==> src/rtl/rom_8x8_if.sv <==
// Read port bundle for the 8x8 constant table.
// The consumer drives addr/en; the ROM returns data_out/valid.
interface rom_8x8_if #(
    parameter int ADDR_W = 3,
    parameter int DATA_W = 8
) ();
    logic [ADDR_W-1:0] addr;
    logic              en;
    logic [DATA_W-1:0] data_out;
    logic              valid;

    modport master (
        output addr,
        output en,
        input  data_out,
        input  valid
    );

    modport slave (
        input  addr,
        input  en,
        output data_out,
        output valid
    );
endinterface

==> src/rtl/rom_8x8.sv <==
// 8-word x 8-bit constant table with a registered read port.
// data_out/valid update one clock after an enabled address sample.
module rom_8x8 #(
    parameter int ADDR_W = 3,
    parameter int DATA_W = 8
) (
    input  logic        clk,
    input  logic        rst_n,
    rom_8x8_if.slave    bus
);
    logic [DATA_W-1:0] w_word;
    logic [DATA_W-1:0] r_data;
    logic              r_valid;

    // Fixed table contents; every address code has an entry.
    always_comb begin
        w_word = '0;
        unique case (bus.addr)
            ADDR_W'(0): w_word = DATA_W'(8'h0A);
            ADDR_W'(1): w_word = DATA_W'(8'h1B);
            ADDR_W'(2): w_word = DATA_W'(8'h2C);
            ADDR_W'(3): w_word = DATA_W'(8'h3D);
            ADDR_W'(4): w_word = DATA_W'(8'h4E);
            ADDR_W'(5): w_word = DATA_W'(8'h5F);
            ADDR_W'(6): w_word = DATA_W'(8'h60);
            ADDR_W'(7): w_word = DATA_W'(8'h71);
            default:    w_word = '0;
        endcase
    end

    // Capture the word on enabled edges; valid pulses for one cycle.
    always_ff @(posedge clk or negedge rst_n) begin
        if (!rst_n) begin
            r_data  <= '0;
            r_valid <= 1'b0;
        end else begin
            r_valid <= bus.en;
            if (bus.en) begin
                r_data <= w_word;
            end
        end
    end

    assign bus.data_out = r_data;
    assign bus.valid    = r_valid;
endmodule

==> src/flat_wrapper.sv <==
// flat-port wrapper written by rule: the top's interface ports become plain ports
module rom_8x8_flat 
#(
    parameter int ADDR_W = 3,
    parameter int DATA_W = 8
)
  (clk, rst_n, bus_addr, bus_en, bus_data_out, bus_valid);
  rom_8x8_if #(.ADDR_W(ADDR_W), .DATA_W(DATA_W)) bus_i ();
  input  logic clk;
  input  logic rst_n;
  input wire logic [$bits(bus_i.addr)-1:0] bus_addr;
  input wire logic [$bits(bus_i.en)-1:0] bus_en;
  output wire logic [$bits(bus_i.data_out)-1:0] bus_data_out;
  output wire logic [$bits(bus_i.valid)-1:0] bus_valid;
  assign bus_i.addr = bus_addr;
  assign bus_i.en = bus_en;
  assign bus_data_out = bus_i.data_out;
  assign bus_valid = bus_i.valid;
  rom_8x8 #(.ADDR_W(ADDR_W), .DATA_W(DATA_W)) u_core (.clk(clk), .rst_n(rst_n), .bus(bus_i));
endmodule
==> config.mk <==
export PLATFORM = sky130hd
export DESIGN_NAME = rom_8x8_flat
export DESIGN_NICKNAME = d
export VERILOG_FILES = /design/src/rtl/rom_8x8_if.sv /design/src/rtl/rom_8x8.sv /design/src/flat_wrapper.sv
export SDC_FILE = /design/constraint.sdc
export NUM_CORES = 1
export LEC_CHECK = 0
export CAP_MARGIN = 20
export CORE_AREA = 4 4 41 43
export DETAILED_ROUTE_END_ITERATION = 12
export DIE_AREA = 0 0 45 47
export PLACE_DENSITY_LB_ADDON = 0.05
export REMOVE_ABC_BUFFERS = 1
export SLEW_MARGIN = 15
export SYNTH_ARGS = -nofsm -noshare
export SYNTH_HDL_FRONTEND = slang
export SYNTH_SLANG_ARGS = --single-unit
==> constraint.sdc <==
create_clock -name clk -period 1.9 [get_ports clk]
set_clock_uncertainty 0.15 [all_clocks]
set_input_delay 0.285 -clock clk [delete_from_list [all_inputs] [get_ports clk]]
set_output_delay 0.285 -clock clk [all_outputs]
set_load 0.02 [all_outputs]
# --- Word-level counts from Yosys, hierarchy flattened ---
# Memory sizes are Yosys's and may differ from the RTL's. A register that Yosys moved wholly into a read port is not among the register bits.
# Cells that the tools add are included.
# W data, S select, Z words.
totals:
  wordCells: 4
  mem_bits_ro: 56
  input_bits: 6
  memories: 1
  out_inout_bits: 9
  ff_bits: 9
mem_list:
  columns: ["memory", "depth", "word_bits", "rd", "rd_clocked_by_memory_dff", "wr", "line_no", "source"]
  rows:
  - ["(name not given)", 8, 7, 1, 1, 0, "rom_8x8.sv:18", "unique case (bus.addr)"]
op_classes:
  reduce_logical: 1
op_table:
  columns: ["op", "count"]
  rows:
  - ["$logic_not A1 Y1", 1]

# --- Depth between registers and ports, before layout ---
depth:
  ltp_word: 1
  depth_mapped: 3
  depth_no_buf: 2

# --- Worst setup path after synthesis ---
# OpenSTA, ideal clock, no wires.
synth_path:
  kind: "input port to flip-flop"
  from: "input port bus_addr[1]"
  to: "register u_core.r_data[2], in the netlist u_core.bus.data_out[2]"
  arrival_ps: 793
  required_ps: 1625
  cell_stages: 2
  n_path_buf: 0
  setup_time_ps: 125
  slack_ps: 832
  cell_sequence: "ha_1 -> mux2_4"
synth_rtl:
  columns: ["item", "line_no", "source"]
  rows:
  - ["start, declared", "flat_wrapper.sv:11", "input wire logic [$bits(bus_i.addr)-1:0] bus_addr;"]
  - ["end, declared", "rom_8x8.sv:12", "logic [DATA_W-1:0] r_data;"]

# --- Worst setup path after layout ---
layout_path:
  from: "register u_core.r_data[0], in the netlist u_core.bus.data_out[0]"
  to: "output port bus_data_out[0]"
layout_rtl:
  columns: ["item", "line_no", "source"]
  rows:
  - ["end, declared", "flat_wrapper.sv:13", "output wire logic [$bits(bus_i.data_out)-1:0] bus_data_out;"]
# No word-level cell between the ends.

==> results.cfg <==
[timing]
finalHoldViolations = 0
slew_violations = 0
rsz0062_at_grt = no
whs_ns = 0.1554
max_freq_mhz = 608.2
tns_ns = 0
finalSetupViolations = 0
finalWorstSetupSlack_ns = 0.2557
finalCriticalPeriod_ns = 1.644
min_period_over_period_pct = 86.54

[cells_and_area]
nets = 42
syn_to_final_growth_pct = 50.42
final_util_pct = 34.13
finalNonFillerCells = 49
insertedDiodeCount = 0
drive_gt1_share_pct = 20.59

[synth]
avgSynthCellArea_um2 = 14.76
seq_area_frac_synth_pct = 59.32
netlist_instances = 20
synth_edf_count = 0
yosys_most_used_dff = dfrtp_1
ys_top_cells_by_count = 7 x dfrtp_1, 4 x mux2_4, 2 x a21oi_1, 2 x buf_4, 2 x nor2_1
netlist_area_um2 = 295.3
async_flop_share_pct = 100.0
synth_most_common_cell = dfrtp_1
synth_area_leaders = dfrtp_1 59%, mux2_4 20%, buf_4 5.1%, ha_1 4.2%, buf_6 3.8%
ys_types = 8
synth_top_area_share_pct = 59.32
synth_area_leader_cell = dfrtp_1
ys_ff_latch = 7
yosysWarnings = 0

[worst_setup_path]
startpoint_type = register
critPathMaxFanout = 3
worst_ep_arrival_time_ns = 1.21
cp_slowest_cell = clkdlybuf4s50_1
max_stage_delay_ns = 0.61
crit_required_ns = 1.46
end_kind = output port
cp_cell_sequence = clkdlybuf4s50_1
critical_path_class = register to output port
crit_buf_inv = 1
crit_family = buffers and inverters

[grt]
grt_pass1_wl_um = 876
grt_max_degree = 10
grt_pass1_vias = 201
grt_use_met1_pct = 5.081
busiest_layer = met2
grt_usage_pct = 6.593
grt.overflow.total = 0
gr-usage-met3_pct = 6.513
antenna_found_initial = 0
use_met2_pct = 9.887

[clock_tree]
cts_max_level = 1
cts_tree = done
cts.sinks = 7
postCtsSetupBuffers = 0
cts.clk_slew.worst_paths_ns = 0.05
clock_latency_ns = 0.25
root_buffer = clkbuf_4
cts_resized = 0
cts_hold_buf = 0
cts_buffers = 3
clk_path_buf_depth = 2

[drt]
drt_iter0_drc = 0
antenna_left = 0
drc_errors = 0
vias = 192
route.detailed.vias_per_inst = 3.918
wire_per_inst_um = 11.71
first_pass_iters = 1
drt-total-wl_um = 574

[min_path]
min_path_type = input pin to asynchronous set/reset pin

[power]
p_leak_uw = 0.0001962
vdd_drop_max_uv = 361.5
power_density_nw_per_um2 = 897.5

[flow_run]
maxCapViolCount = 0

[placement]
pre_cts_ws_ns = 0.2723
portBuffers = 13
dp.cells = 45
hpwl_um = 440.6
place_congestion = 0.6459

[floorplan]
fp.dieH_um = 47
ioPinCount = 15
die_area_um2 = 2115
die_x_um = 45
rows = 13
start_util_pct = 22.69
core_um2 = 1301

[status]
outcome = complete, no violations
## power by group
part / switching (uW) / total, uW / internal (uW)
Combinational: 42.3 / 94.9 / 52.6
Sequential: 7.51 / 171 / 164
Clock: 52.5 / 132 / 80.0
## sequential cells by signal, indices dropped and copies added, names as in the netlist
name and count:
u_core.bus.data_out 6, u_core.bus.valid 1
## cell families after synthesis
family                     after synthesis  synth area share [%]
AOI/OAI and AO/OA                        2                 3.390
DFF                                      7                 59.32
muxes                                    4                 20.34
other                                    1                 1.270
buffers and inverters                    3                 8.897
adders and majority gates                1                 4.237
and+or+nand+nor                          2                 2.543
## metrics by stage
| stage | area [um^2] | total power (uW) |
|---|---|---|
| 2_1_floorplan | 269.0 | 215.7 |
| 3_3_place_gp | 417.9 | 269.4 |
| 3_5_place_dp | 417.9 | 269.9 |
| 4_1_cts | 444.2 | 407.5 |
| 5_1_grt | 444.2 | 428.0 |
| 6_report | 444.2 | 398.6 |
## final cells by class
class / instances / area [um^2]
clock buffer: 4 / 26.28
fill: 141 / 857.1
multi-input combinational: 10 / 93.84
sequential: 7 / 175.2
tap: 15 / 18.77
timing repair buffer: 13 / 130.1
## layout by cell type (no fill, tap or decap)
master           count
dfrtp_1              7
nor2_1               2
clkbuf_1             1
ha_1                 1
clkbuf_4             3
clkdlybuf4s50_1     13
a21oi_1              2
conb_1               1
mux2_4               4
## metal layers
metal	routed length, um	vias up	share of wire (%)
li1	-	90	-
met3	79	0	14
met1	205	91	36
met5	0	-	0
met4	0	0	0
met2	289	11	50
## worst paths after layout
kind / slack, ns / startpoint / end / cells after the start
max: 0.26 / u_core.bus.data_out[0] / bus_data_out[0] / 1
min: 0.16 / rst_n / u_core.bus.data_out[5] / 1
max reg2reg: 0.99 / u_core.bus.data_out[0] / u_core.bus.data_out[0] / 1
min reg2reg: 0.36 / u_core.bus.data_out[2] / u_core.bus.data_out[2] / 1
max in group asynchronous: 1.20 / rst_n / u_core.bus.data_out[0] / 1
min in group clk: 0.36 / u_core.bus.data_out[2] / u_core.bus.data_out[2] / 1
Power figures use the tool's default switching activity.
